[config.mk]
export PLATFORM = sky130hd
export DESIGN_NAME = sc_registerpoint
export DESIGN_NICKNAME = d
export VERILOG_FILES = /design/src/rtl/sc_registerpoint.sv
export SDC_FILE = /design/constraint.sdc
export NUM_CORES = 1
export LEC_CHECK = 0
export CAP_MARGIN = 40
export CORE_ASPECT_RATIO = 1.5
export CORE_UTILIZATION = 30
export DETAILED_ROUTE_END_ITERATION = 7
export GPL_ROUTABILITY_DRIVEN = 0
export PLACE_DENSITY_LB_ADDON = 0.08
export SLEW_MARGIN = 30
export SYNTH_ARGS = -nofsm -noshare
export SYNTH_HDL_FRONTEND = slang
export SYNTH_SLANG_ARGS = --single-unit
[constraint.sdc]
create_clock -name SC_STATEMACHINEPOINT_CLOCK_50 -period 1.7 [get_ports SC_STATEMACHINEPOINT_CLOCK_50]
set_input_delay 0.255 -clock SC_STATEMACHINEPOINT_CLOCK_50 [delete_from_list [all_inputs] [get_ports SC_STATEMACHINEPOINT_CLOCK_50]]
set_output_delay 0.255 -clock SC_STATEMACHINEPOINT_CLOCK_50 [all_outputs]
set_load 0.02 [all_outputs]
[src/rtl/sc_registerpoint.sv]
// One-hot point position register driven by the point-control FSM.
// Produces the binary position, active-low boundary flags, a saturating move counter and a fault flag.
module sc_registerpoint #(
  parameter int DATAWIDTH     = 8,
  parameter int INIT_POSITION = 3,
  parameter int COUNTWIDTH    = 8
) (
  input  logic                         SC_STATEMACHINEPOINT_CLOCK_50,
  input  logic                         SC_STATEMACHINEPOINT_RESET_InHigh,
  input  logic                         load_InLow,
  input  logic [1:0]                   shiftselection_In,
  output logic [DATAWIDTH-1:0]         point_Out,
  output logic [$clog2(DATAWIDTH)-1:0] position_Out,
  output logic                         atLeft_OutLow,
  output logic                         atRight_OutLow,
  output logic [COUNTWIDTH-1:0]        moveCount_Out,
  output logic                         movePulse_Out,
  output logic                         fault_Out
);

  localparam int POSW = $clog2(DATAWIDTH);
  localparam logic [DATAWIDTH-1:0] INIT_POINT = DATAWIDTH'(1) << INIT_POSITION;
  localparam logic [POSW-1:0]      INIT_POS   = POSW'(INIT_POSITION);
  localparam logic                 INIT_LEFT  = (INIT_POSITION != DATAWIDTH - 1);
  localparam logic                 INIT_RIGHT = (INIT_POSITION != 0);

  typedef enum logic [1:0] {
    CMD_LOAD  = 2'b00,
    CMD_LEFT  = 2'b01,
    CMD_RIGHT = 2'b10,
    CMD_HOLD  = 2'b11
  } cmd_t;

  cmd_t                  cmd;
  logic [DATAWIDTH-1:0]  point_reg, point_next;
  logic [POSW-1:0]       pos_reg, pos_next;
  logic                  left_reg, left_next;
  logic                  right_reg, right_next;
  logic [COUNTWIDTH-1:0] count_reg, count_next, count_sat;
  logic                  pulse_reg, pulse_next;
  logic                  fault_reg, fault_next;
  logic                  one_hot;

  assign cmd       = cmd_t'(shiftselection_In);
  assign one_hot   = (point_reg != '0) && ((point_reg & (point_reg - DATAWIDTH'(1))) == '0);
  assign count_sat = (count_reg == '1) ? count_reg : count_reg + COUNTWIDTH'(1);

  always_comb begin
    point_next = point_reg;
    count_next = count_reg;
    pulse_next = 1'b0;
    fault_next = fault_reg;
    if (!load_InLow || cmd == CMD_LOAD) begin
      point_next = INIT_POINT;
      count_next = '0;
      fault_next = 1'b0;
    end else if (!one_hot) begin
      // Corrupted register: recover to the home position and latch the fault
      point_next = INIT_POINT;
      fault_next = 1'b1;
    end else begin
      case (cmd)
        CMD_LEFT: if (!point_reg[DATAWIDTH-1]) begin
          point_next = point_reg << 1;
          count_next = count_sat;
          pulse_next = 1'b1;
        end
        CMD_RIGHT: if (!point_reg[0]) begin
          point_next = point_reg >> 1;
          count_next = count_sat;
          pulse_next = 1'b1;
        end
        default: ;
      endcase
    end

    // Derived outputs track the next point value so they land in the same cycle
    pos_next = '0;
    for (int i = DATAWIDTH - 1; i >= 0; i--) begin
      if (point_next[i]) pos_next = POSW'(i);
    end
    left_next  = ~point_next[DATAWIDTH-1];
    right_next = ~point_next[0];
  end

  always_ff @(posedge SC_STATEMACHINEPOINT_CLOCK_50 or posedge SC_STATEMACHINEPOINT_RESET_InHigh) begin
    if (SC_STATEMACHINEPOINT_RESET_InHigh) begin
      point_reg <= INIT_POINT;
      pos_reg   <= INIT_POS;
      left_reg  <= INIT_LEFT;
      right_reg <= INIT_RIGHT;
      count_reg <= '0;
      pulse_reg <= 1'b0;
      fault_reg <= 1'b0;
    end else begin
      point_reg <= point_next;
      pos_reg   <= pos_next;
      left_reg  <= left_next;
      right_reg <= right_next;
      count_reg <= count_next;
      pulse_reg <= pulse_next;
      fault_reg <= fault_next;
    end
  end

  assign point_Out      = point_reg;
  assign position_Out   = pos_reg;
  assign atLeft_OutLow  = left_reg;
  assign atRight_OutLow = right_reg;
  assign moveCount_Out  = count_reg;
  assign movePulse_Out  = pulse_reg;
  assign fault_Out      = fault_reg;

endmodule

# Word-level counts from Yosys, hierarchy flattened
# Index checks and enable logic that the tools add are counted.
word_totals:
  regBits: 23
  elab_cells: 53
classes:
  muxes: 26
  n_reduce_logical: 9
  n_bitwise: 3
  eq_ne: 6
  add_sub_neg: 2
ops:
  columns: ["operator", "n"]
  rows:
  - ["$mux W8", 9]
  - ["$pmux W8 S2", 2]
  - ["$mux W3", 8]
  - ["$add A8 B1 Y8 const B", 1]
  - ["$and A8 B8 Y8", 1]
  - ["$eq A8 B8 Y1 const B", 1]
  - ["$logic_not A8 Y1", 1]
  - ["$reduce_bool A8 Y1", 1]
  - ["$sub A8 B1 Y8 const B", 1]
  - ["$mux W1", 6]
  - ["$ne A3 B3 Y1 const B", 2]
  - ["$reduce_and A4 Y1", 1]
  - ["$reduce_bool A3 Y1", 1]
  - ["$eq A2 B1 Y1 const B", 1]
  - ["$eq A2 B2 Y1 const B", 1]
  - ["$logic_not A2 Y1", 1]
  - ["$ne A2 B1 Y1 const B", 1]
  - ["$not A1 Y1", 2]
  - ["$pmux W1 S2", 1]
  - ["$reduce_bool A2 Y1", 1]
  - ["$logic_and A1 B1 Y1", 1]
  - ["$logic_not A1 Y1", 1]
  - ["$logic_or A1 B1 Y1", 1]

# Longest topological paths before layout
# Gate-level depths: netlist (run 1).
logic_depth:
  depth_word: 14
  mapped_depth: 8
  ltp_nobuf: 8

# Least setup slack after synthesis (run 1)
# No wires, ideal clock.
synth_path:
  path_kind: "register to register"
  from: "reg point_reg[2] (netlist: point_Out[2])"
  to: "reg pos_reg[1] (netlist: position_Out[1])"
  path_buffers: 0
  stages_incl_launch_ff: 7
  period_less_slack_ps: 1997
  t_arrival_ps: 1916
  path_slack_ps: -297
  required_ps: 1619
  cell_sequence: "dfrtp_1 -> nor4_4 -> nand4b_1 -> nand4_2 -> o21ai_2 -> or3b_1 -> a211oi_2"
synth_between:
  elab_chain_cells: 14
synth_rtl:
  columns: ["element", "line_no", "source"]
  rows:
  - ["start, declared", "35", "logic [DATAWIDTH-1:0] point_reg, point_next;"]
  - ["start signal, assigned", "96", "point_reg <= point_next;"]
  - ["$sub A8 B1 Y8", "45", "assign one_hot = (point_reg != '0) && ((point_reg & (point_reg - DATAWIDTH'(1))) == '0);"]
  - ["$and A8 B8 Y8", "45", null]
  - ["$logic_not A8 Y1", "45", null]
  - ["$logic_and A1 B1 Y1", "45", null]
  - ["$mux W8 (*)", "57", "end else if (!one_hot) begin"]
  - ["$mux W8 (*)", "53", "if (!load_InLow || cmd == CMD_LOAD) begin"]
  - ["$mux W3 (7 in series)", "80", "if (point_next[i]) pos_next = POSW'(i);"]
  - ["$mux W3 (*)", "80", null]
  - ["named net pos_next[1]", "36", "logic [POSW-1:0] pos_reg, pos_next;"]
  - ["end signal, assigned", "97", "pos_reg <= pos_next;"]
  - ["end, declared", "36", null]
# Mark *: on every way through the listed nets, which the timed path passes. The rest lies on a longest branch.
# A chain may end at the register's enable or synchronous reset.

# Worst setup path after layout (run 1)
layout_path:
  from: "reg point_reg[4] (netlist: point_Out[4])"
  to: "reg count_reg[3] (netlist: moveCount_Out[3])"
layout_between:
  elab_chain_cells: 6
layout_rtl:
  columns: ["element", "line_no", "source"]
  rows:
  - ["$sub A8 B1 Y8", "45", null]
  - ["$and A8 B8 Y8", "45", null]
  - ["$logic_not A8 Y1", "45", null]
  - ["$logic_and A1 B1 Y1 (*)", "45", null]
  - ["$reduce_bool A2 Y1 (no line) (*)", null, null]
  - ["$reduce_and A4 Y1 (no line) (*)", null, null]
  - ["end signal, assigned", "100", "count_reg <= count_next;"]
  - ["end, declared", "39", "logic [COUNTWIDTH-1:0] count_reg, count_next, count_sat;"]
# Mark *: on every way between the ends. The rest lies on a longest branch, timed or not.

==> impl_metrics.csv, run 1 <==
group,metric,value,unit
pwr,worst_ir_drop_vdd,0.4577,mV
setup_path,critical_path.max_fanout,6,
sta,worst_slew_pin_slew,372.1,ps
setup_path,endpoint_kind,"flop",
sta,setup_tns,-4694,ps
grt,overflow,0,
floorplan,rows,29,
sta,finalSetupViolCount,23,
logic_synthesis,synth_compound_area_frac,0.2351,
clock_tree,cts.hold.buffers_added,0,
placement,hpwl,3088,µm
sta,period_minus_slack,2081,ps
setup_path,reg2reg_slack,-380,ps
grt,grt_pass1_wl,6782,µm
setup_path,timing.rr.start,"point_Out[4]",
logic_synthesis,synth_warnings,0,
setup_path,reg2reg_depth,8,
run,maxCapViolations,0,
logic_synthesis,synth_xor_area_frac,0.01301,
logic_synthesis,synth.distinct_cells,46,
run_status,status,"finished, violations left",
logic_synthesis,synth_top_family_by_area,"simple AND/OR/NAND/NOR gates",
detailed_routing,drt_iter0_markers,51,
hold_path,hold_class,"in -> async",
setup_path,crit_path_start_kind,"flop",
grt,antenna_found_initial,0,
logic_synthesis,synth-simple-area-share,0.2370,
sta,hold_viol_final,0,
sta,rsz0062_at_grt,"yes",
floorplan,die_y,84.05,µm
pwr,sw_frac_of_total,0.2975,
setup_path,rr_endpoint,"moveCount_Out[3]",
finish,diodes,0,
pwr,p_int,958.1,µW
clock_tree,cts-root-buf,"clkbuf_8",
sta,fin_ws,-381.0,ps
finish,final_cell_mix,"buf_4 (47), clkdlybuf4s50_1 (18), dfrtp_1 (14)",
logic_synthesis,synth_top_flop_cell,"dfrtp_1",
sta,maxSlewHeadroom,0.7493,
finish,final_util,0.5640,
clock_tree,cts.sinks,23,
sta,post-route-period-util,1.224,
sta,skew,4.658,ps
floorplan,die_area,4765,µm²
run_status,violations,"design-rule violations, negative setup slack",
clock_tree,htreeDepth,1,
logic_synthesis,ys_ff_latch,23,
logic_synthesis,synthArstFlopShare,1.000,
floorplan,die_w,56.70,µm
pwr,pwr-share-clk,0.258,
pwr,switchingPower,405.8,µW
finish,mostFrequentLayoutCell,"buf_4",
logic_synthesis,avgSynthCellArea,9.686,µm²
sta,max_clock_freq,0.4805,GHz
pwr,combinationalPowerShare,0.315,
setup_path,worst_ep_arrival_time,2280,ps
sta,slew_viol_final,0,
pwr,p_per_area,564.8,nW/µm²
floorplan,core,4282,µm²
pwr,seq_power_share,0.427,
detailed_routing,ant_nets,0,
logic_synthesis,yosys.area_share.adder,0.03717,
floorplan,start_util,0.3144,
finish,drive_gt1_frac,0.5022,
logic_synthesis,synthCells,139,
clock_tree,clkLatencyLatePin,260,ps
grt,grt_max_degree,24,
detailed_routing,wl_per_cell,15.83,µm
detailed_routing,viasPerCell,5.288,
logic_synthesis,synth_area,1346,µm²
clock_tree,path_clk_slew,90,ps
logic_synthesis,yosysSeqAreaShare,0.4322,
pwr,power.leakage,1.158,nW
clock_tree,cts_buffer_depth,2,
finish,nets,235,
grt,grt_util_all_layers,0.1818,
setup_path,worstSetupPathType,"reg -> reg",
logic_synthesis,postSynthNetCount,148,
grt,grt_pass1_vias,1545,
logic_synthesis,muxShareOfSynthArea,0.007435,
detailed_routing,first_pass_iters,6,
placement,dp_cells,252,
finish,area_growth,79.37,%
clock_tree,cts_tree,"done",
setup_path,crit_required,1900,ps
detailed_routing,drt-total-wl,4289,µm
detailed_routing,drc,6,
logic_synthesis,synth_edf_count,0,
floorplan,ios,28,
finish,post_layout_nonfiller_instances,271,
detailed_routing,vias,1433,
clock_tree,cts_buffers,3,
placement,io_buffers,27,
[state kept, by name (all words and copies together) (netlist names)]
signal	cells
movePulse_Out	1
position_Out	3
atRight_OutLow	1
atLeft_OutLow	1
moveCount_Out	8
fault_Out	1
point_Out	8
[final cells by class]
| type | count | area (µm²) |
|---|---|---|
| clock buffer | 4 | 45.04 |
| fill | 394 | 1867 |
| inverter | 6 | 22.52 |
| multi-input combinational | 105 | 922.1 |
| sequential | 23 | 586.8 |
| tap | 46 | 57.56 |
| timing repair buffer | 87 | 780.7 |
[logic make-up (layout without fill, tap and decap cells)]
| logic type | count (synthesis) | after routing |
|---|---|---|
| xor gates and xnor gates | 2 | 2 |
| AOI/OAI and AO/OA | 44 | 44 |
| buffers and inverters | 11 | 97 |
| muxes | 1 | 1 |
| adders and majority gates | 4 | 4 |
| DFF | 23 | 23 |
| and+or+nand+nor | 54 | 54 |
[per-layer routing]
layer | global-route usage | routed length [µm] | vias to the layer above
met4 | 0.1023 | 52 | 0
met3 | 0.02016 | 129 | 9
met2 | 0.3409 | 2447 | 39
li1 | - | - | 686
met5 | 0 | 0 | -
met1 | 0.1893 | 1661 | 699
[cells in the mapped netlist, drive strengths merged, types with 2 or more instances]
| library cell | n | share of area |
|---|---|---|
| a211o | 2 | 0.014 |
| a21oi | 10 | 0.037 |
| a22o | 6 | 0.040 |
| a22oi | 5 | 0.028 |
| buf | 3 | 0.016 |
| clkbuf | 2 | 0.0056 |
| dfrtp | 18 | 0.33 |
| dfstp | 5 | 0.098 |
| ha | 4 | 0.037 |
| inv | 6 | 0.017 |
| nand2 | 12 | 0.033 |
| nand2b | 2 | 0.0093 |
| nand3 | 6 | 0.022 |
| nand4 | 2 | 0.014 |
| nand4b | 4 | 0.026 |
| nor2 | 11 | 0.031 |
| nor2b | 4 | 0.019 |
| nor3 | 2 | 0.0074 |
| nor4 | 2 | 0.020 |
| o21a | 3 | 0.017 |
| o21ai | 9 | 0.039 |
| o31ai | 2 | 0.011 |
| or4 | 2 | 0.011 |
[power by group through the flow]
stage          Clock [mW]  Sequential (mW)  Combinational (mW)
3_3_place_gp            0            0.592               0.306
5_1_grt             0.386            0.585               0.458
2_1_floorplan           0            0.619               0.131
4_1_cts             0.365            0.583               0.397
3_5_place_dp            0            0.593               0.312
6_report            0.352            0.583               0.429
[what timing repair did]
item,CTS,global route
resized for setup,46,27
pin swaps,18,5
endpoints found under the setup margin,26,29
setup buffers,13,9
[stage by stage]
stage / cell area [µm²] / total power [mW] / hold WS (ps) / setup slack (ps)
after floorplan: 1366 / 0.7505 / 253.0 / -216.8
after global placement: 2003 / 0.8984 / 486.0 / -728.1
after detailed placement: 2003 / 0.9043 / 505.9 / -800.1
after CTS: 2305 / 1.345 / 346.8 / -342.6
after global routing: 2415 / 1.429 / 381.6 / -472.1
final: 2415 / 1.364 / 335.4 / -381.0
[worst max path at each step]
stage,start,to,slack (ps),depth (start not counted)
floorplan,point_Out[4],moveCount_Out[5],-220,7
global placement,shiftselection_In[1],position_Out[2],-730,9
detailed placement,shiftselection_In[1],position_Out[2],-800,9
CTS,point_Out[2],moveCount_Out[7],-340,7
global route,point_Out[4],moveCount_Out[7],-470,7
finish,point_Out[4],moveCount_Out[3],-380,8
[critical path, cell delays in order, from the launching register on]
cell and delay, ps:
dfrtp_2 450, nor4_4 270, buf_4 180, nand4b_1 180, nand4_4 210, o21ai_4 90
buf_4 150, or3_1 340, a21oi_2 130
Note: power is estimated with default switching activity, not from simulation.
==> run 2: changes to the inputs <==
--- a/config.mk
+++ b/config.mk
@@ -7,7 +7,8 @@
 export LEC_CHECK = 0
 export CAP_MARGIN = 40
 export CORE_ASPECT_RATIO = 1.5
-export CORE_UTILIZATION = 30
+export CORE_MARGIN = 2
+export CORE_UTILIZATION = 45
 export DETAILED_ROUTE_END_ITERATION = 7
 export GPL_ROUTABILITY_DRIVEN = 0
 export PLACE_DENSITY_LB_ADDON = 0.08
==> impl_metrics.csv, run 2 (synthesized netlist as in run 1, its figures left out) <==
group,metric,value,unit
floorplan,ios,28,
clock_tree,path_clk_slew,80,ps
clock_tree,cts_tree,"done",
detailed_routing,vias,1536,
grt,grt_pass1_wl,7189,µm
sta,slew_viol_final,0,
clock_tree,cts.hold.buffers_added,0,
placement,hpwl,3000,µm
clock_tree,clkLatencyLatePin,270,ps
floorplan,die_w,48.66,µm
setup_path,reg2reg_slack,-340,ps
grt,grt_util_all_layers,0.2680,
pwr,worst_ir_drop_vdd,0.4196,mV
setup_path,cp_top_family,"simple AND/OR/NAND/NOR gates",
setup_path,crit_required,1900,ps
detailed_routing,drt-total-wl,4924,µm
setup_path,critical_path_buf_inv_count,1,
sta,max_clock_freq,0.4897,GHz
detailed_routing,ant_nets,0,
setup_path,worstSetupPathType,"reg -> reg",
sta,setup_tns,-4482,ps
clock_tree,cts.sinks,23,
run_status,status,"finished, violations left",
setup_path,critical_path.max_fanout,6,
finish,mostFrequentLayoutCell,"buf_4",
detailed_routing,viasPerCell,5.840,
placement,dp_slack,-787.5,ps
grt,met3_usage,0.05063,
detailed_routing,wl_per_cell,18.72,µm
finish,diodes,0,
finish,final_cell_mix,"buf_4 (50), clkdlybuf4s50_1 (19), dfrtp_1 (14)",
placement,io_buffers,27,
run_status,violations,"negative setup slack",
finish,nets,234,
floorplan,core,2883,µm²
clock_tree,htreeDepth,1,
setup_path,endpoint_kind,"flop",
sta,fin_ws,-342.2,ps
sta,hold_viol_final,0,
detailed_routing,drt_iter0_markers,63,
setup_path,crit_path_top_delay_cell,"or4_1",
grt,antenna_found_initial,0,
grt,grt_pass1_vias,1644,
setup_path,cp_cell_sequence,"nor4_4 > buf_4 > nand4b_1 > nand4_4 > o21ai_4 > or4_1 > a21oi_1",
pwr,p_per_area,577.4,nW/µm²
grt,grt-busiest-layer,"met2",
sta,skew,2.471,ps
clock_tree,cts-root-buf,"clkbuf_8",
grt,overflow,0,
sta,worst_slew_pin_slew,408.6,ps
grt,use_met1,0.2411,
clock_tree,cts_buffer_depth,2,
finish,drive_gt1_frac,0.5089,
placement,dp_cells,247,
setup_path,crit_path_start_kind,"flop",
grt,grt_max_degree,24,
floorplan,die_area,3454,µm²
sta,period_minus_slack,2042,ps
sta,maxSlewHeadroom,0.7247,
detailed_routing,first_pass_iters,4,
setup_path,critical-path-max-stage-delay,480,ps
hold_path,hold_class,"in -> async",
pwr,power.leakage,1.099,nW
finish,area_growth,75.37,%
detailed_routing,drc,0,
grt,use_met2,0.5236,
floorplan,die_y,70.99,µm
floorplan,rows,24,
run,maxCapViolations,0,
sta,fin_hold_ws,330.6,ps
clock_tree,cts_buffers,3,
floorplan,start_util,0.4670,
finish,post_layout_nonfiller_instances,263,
sta,post-route-period-util,1.201,
setup_path,worst_ep_arrival_time,2250,ps
sta,finalSetupViolCount,23,
sta,rsz0062_at_grt,"yes",
[run 2: cell types whose count changed in the layout (fill, tap and decap cells not counted), moves of 2 or more]
cell	previous run	this run
nand2_2	2	0
inv_1	5	2
inv_2	1	4
dlymetal6s2s_1	5	3
buf_6	12	8
buf_4	47	50
nand2_1	10	12
[run 2: per-stage QoR]
stage	total power, mW	utilization	instance area [µm²]
floorplan	0.7505	-	1366
global placement	0.8974	0.6970	2009
detailed placement	0.9051	0.6970	2009
CTS	1.290	0.7509	2165
global route	1.424	0.8190	2361
finish	1.363	0.8190	2361
[run 2: final cells by class]
class                   instances  area [µm²]
flip-flops and latches         23       586.8
inverters                       6       22.52
repair buffers                 85       738.2
fillers                       171       521.8
clock inverters                 1       5.005
clock buffers                   3       41.29
multi-input cells             106       918.4
well taps                      39       48.80
[run 2: worst min-delay path, stage by stage]
cell	delay, ps
clkdlybuf4s50_1	390
inv_1	50
buf_4	300
[run 2: where the power goes]
group          total, mW  internal (mW)  leakage [nW]  switching (mW)
Combinational      0.428          0.212         0.777           0.216
Sequential         0.584          0.570         0.296          0.0140
Clock              0.351          0.164        0.0255           0.187
[run 2: per-layer routing]
layer | up-vias | part of all wire
li1 | 686 | -
met1 | 752 | 0.33
met2 | 67 | 0.57
met3 | 31 | 0.034
met4 | 0 | 0.059
met5 | - | 0
[run 2: path summary, 6_finish.rpt]
check	endpoint	cells past startpoint	startpoint
setup / recovery	moveCount_Out[7]	7	point_Out[2]
hold / removal	moveCount_Out[1]	3	SC_STATEMACHINEPOINT_RESET_InHigh
setup reg to reg	moveCount_Out[7]	7	point_Out[2]
hold reg to reg	moveCount_Out[7]	2	moveCount_Out[7]
max in group asynchronous	point_Out[3]	3	SC_STATEMACHINEPOINT_RESET_InHigh
min in group SC_STATEMACHINEPOINT_CLOCK_50	moveCount_Out[7]	2	moveCount_Out[7]
[run 2: timing repair]
| action | in CTS | in global routing |
|---|---|---|
| pin swaps | 4 | 14 |
| hold endpoints to repair | 0 | 0 |
| buffers inserted | 6 | 7 |
| gates resized for setup | 24 | 40 |
| gates cloned | 0 | 1 |
| endpoints found under the setup margin | 25 | 27 |
==> run 3: changes to the inputs <==
--- a/config.mk
+++ b/config.mk
@@ -16,3 +16,4 @@
 export SYNTH_ARGS = -nofsm -noshare
 export SYNTH_HDL_FRONTEND = slang
 export SYNTH_SLANG_ARGS = --single-unit
+export TNS_END_PERCENT = 30
==> impl_metrics.csv, run 3 (synthesized netlist as in run 1, its figures left out) <==
group,metric,value,unit
run_status,status,"finished, violations left",
run_status,violations,"negative setup slack",
floorplan,die_w,48.66,µm
sta,fin_ws,-318.8,ps
setup_path,crit_path_top_delay_cell,"or4_1",
clock_tree,clkLatencyLatePin,270,ps
floorplan,rows,24,
grt,grt_max_degree,24,
detailed_routing,wl_per_cell,17.13,µm
clock_tree,cts.hold.buffers_added,0,
finish,final_util,0.7947,
sta,maxSlewHeadroom,0.7960,
finish,fillCellCount,216,
setup_path,endpoint_kind,"flop",
grt,grt_util_all_layers,0.2713,
clock_tree,htreeDepth,1,
clock_tree,cts_tree,"done",
placement,dp_cells,247,
clock_tree,cts_buffer_depth,2,
sta,post-route-period-util,1.188,
setup_path,cp_cell_sequence,"nor4_4 > buf_4 > nand4b_1 > nand4_4 > o21ai_4 > or4_1 > a21oi_1",
detailed_routing,viasPerCell,5.676,
grt,antenna_found_initial,0,
detailed_routing,drc,0,
sta,period_minus_slack,2019,ps
setup_path,crit_path_start_kind,"flop",
setup_path,critical_path.max_fanout,6,
pwr,power.leakage,1.054,nW
finish,final_cell_mix,"buf_4 (51), clkdlybuf4s50_1 (18), dfrtp_1 (13)",
detailed_routing,first_pass_iters,4,
finish,fin_area,2291,µm²
finish,mostFrequentLayoutCell,"buf_4",
setup_path,critical-path-max-stage-delay,480,ps
finish,area_growth,70.17,%
finish,post_layout_nonfiller_instances,259,
run,maxCapViolations,0,
setup_path,critical_path_buf_inv_count,1,
detailed_routing,drt-total-wl,4437,µm
floorplan,die_y,70.99,µm
grt,grt_pass1_wl,7176,µm
detailed_routing,drt_iter0_markers,58,
pwr,worst_ir_drop_vdd,0.6408,mV
setup_path,worstSetupPathType,"reg -> reg",
sta,finalSetupViolCount,21,
placement,dp_slack,-727.6,ps
placement,postPlaceCellArea,2001,µm²
sta,slew_viol_final,0,
sta,max_clock_freq,0.4953,GHz
grt,grt_pass1_vias,1537,
sta,worst_slew_pin_slew,306.0,ps
finish,diodes,0,
finish,drive_gt1_frac,0.4909,
detailed_routing,vias,1470,
clock_tree,cts.sinks,23,
pwr,p_per_area,581.3,nW/µm²
clock_tree,cts-root-buf,"clkbuf_8",
setup_path,crit_required,1900,ps
setup_path,cp_top_family,"simple AND/OR/NAND/NOR gates",
detailed_routing,ant_nets,0,
placement,hpwl,3113,µm
clock_tree,cts_buffers,3,
floorplan,die_area,3454,µm²
grt,overflow,0,
sta,hold_viol_final,0,
floorplan,start_util,0.4670,
finish,nets,230,
floorplan,ios,28,
clock_tree,path_clk_slew,90,ps
hold_path,hold_class,"in -> async",
floorplan,core,2883,µm²
placement,io_buffers,27,
setup_path,worst_ep_arrival_time,2220,ps
sta,rsz0062_at_grt,"yes",
sta,skew,8.092,ps
run 3: cell count changes in the layout (fill, tap and decap cells not counted), moves of 2 or more:
cell / before / now
buf_6: 8 / 5
nor2_2: 2 / 5
nor2_4: 3 / 0
a21oi_1: 3 / 5
inv_1: 2 / 4
inv_2: 4 / 2
o21ai_1: 3 / 1
run 3: power breakdown:
| group | internal, mW | switching (mW) |
|---|---|---|
| registers | 0.570 | 0.0130 |
| logic | 0.203 | 0.195 |
| clock network | 0.164 | 0.187 |
| total | 0.937 | 0.395 |
run 3: path summary, 6_finish.rpt:
check / from / endpoint / slack, ps / cells past startpoint
worst max-delay path: point_Out[2] / moveCount_Out[7] / -320 / 7
worst min-delay path: SC_STATEMACHINEPOINT_RESET_InHigh / moveCount_Out[2] / 320 / 3
worst max register to register: point_Out[2] / moveCount_Out[7] / -320 / 7
worst min register to register: fault_Out / fault_Out / 520 / 2
max in group asynchronous: SC_STATEMACHINEPOINT_RESET_InHigh / position_Out[1] / 1090 / 3
min in group SC_STATEMACHINEPOINT_CLOCK_50: fault_Out / fault_Out / 520 / 2
run 3: per-layer routing:
layer / global-route usage / part of all wire / up-vias
met5: 0 / 0 / -
li1: - / - / 677
met2: 0.5434 / 0.58 / 51
met4: 0.1365 / 0.029 / 0
met1: 0.2578 / 0.35 / 726
met3: 0.04219 / 0.037 / 16
run 3: cell type report:
| cell class | instances | area [µm²] | share of cell area |
|---|---|---|---|
| Tap cell | 39 | 48.80 | 0.02130 |
| Multi-Input combinational cell | 105 | 877.1 | 0.3829 |
| Clock inverter | 1 | 5.005 | 0.002185 |
| Sequential cell | 23 | 588.1 | 0.2567 |
| Timing Repair Buffer | 82 | 708.2 | 0.3091 |
| Clock buffer | 3 | 41.29 | 0.01802 |
| Inverter | 6 | 22.52 | 0.009831 |
run 3: through the flow:
stage	total power, mW	hold WS (ps)	setup TNS, ps
finish	1.332	321.2	-3521
floorplan	0.7481	253.0	-1582
global placement	0.8850	491.2	-8984
global route	1.388	374.3	-5997
detailed placement	0.8935	503.4	-9712
CTS	1.309	332.9	-3170
run 3: timing repair:
action                     CTS  global route
pin swaps                   11             6
setup endpoints to repair   26            27
gates cloned                 0             0
gates resized for setup     42            11
setup buffers                5             3
run 3: worst min-delay path, cell delays in order:
cell,delay (ps)
clkdlybuf4s50_1,400
inv_1,50
buf_4,290
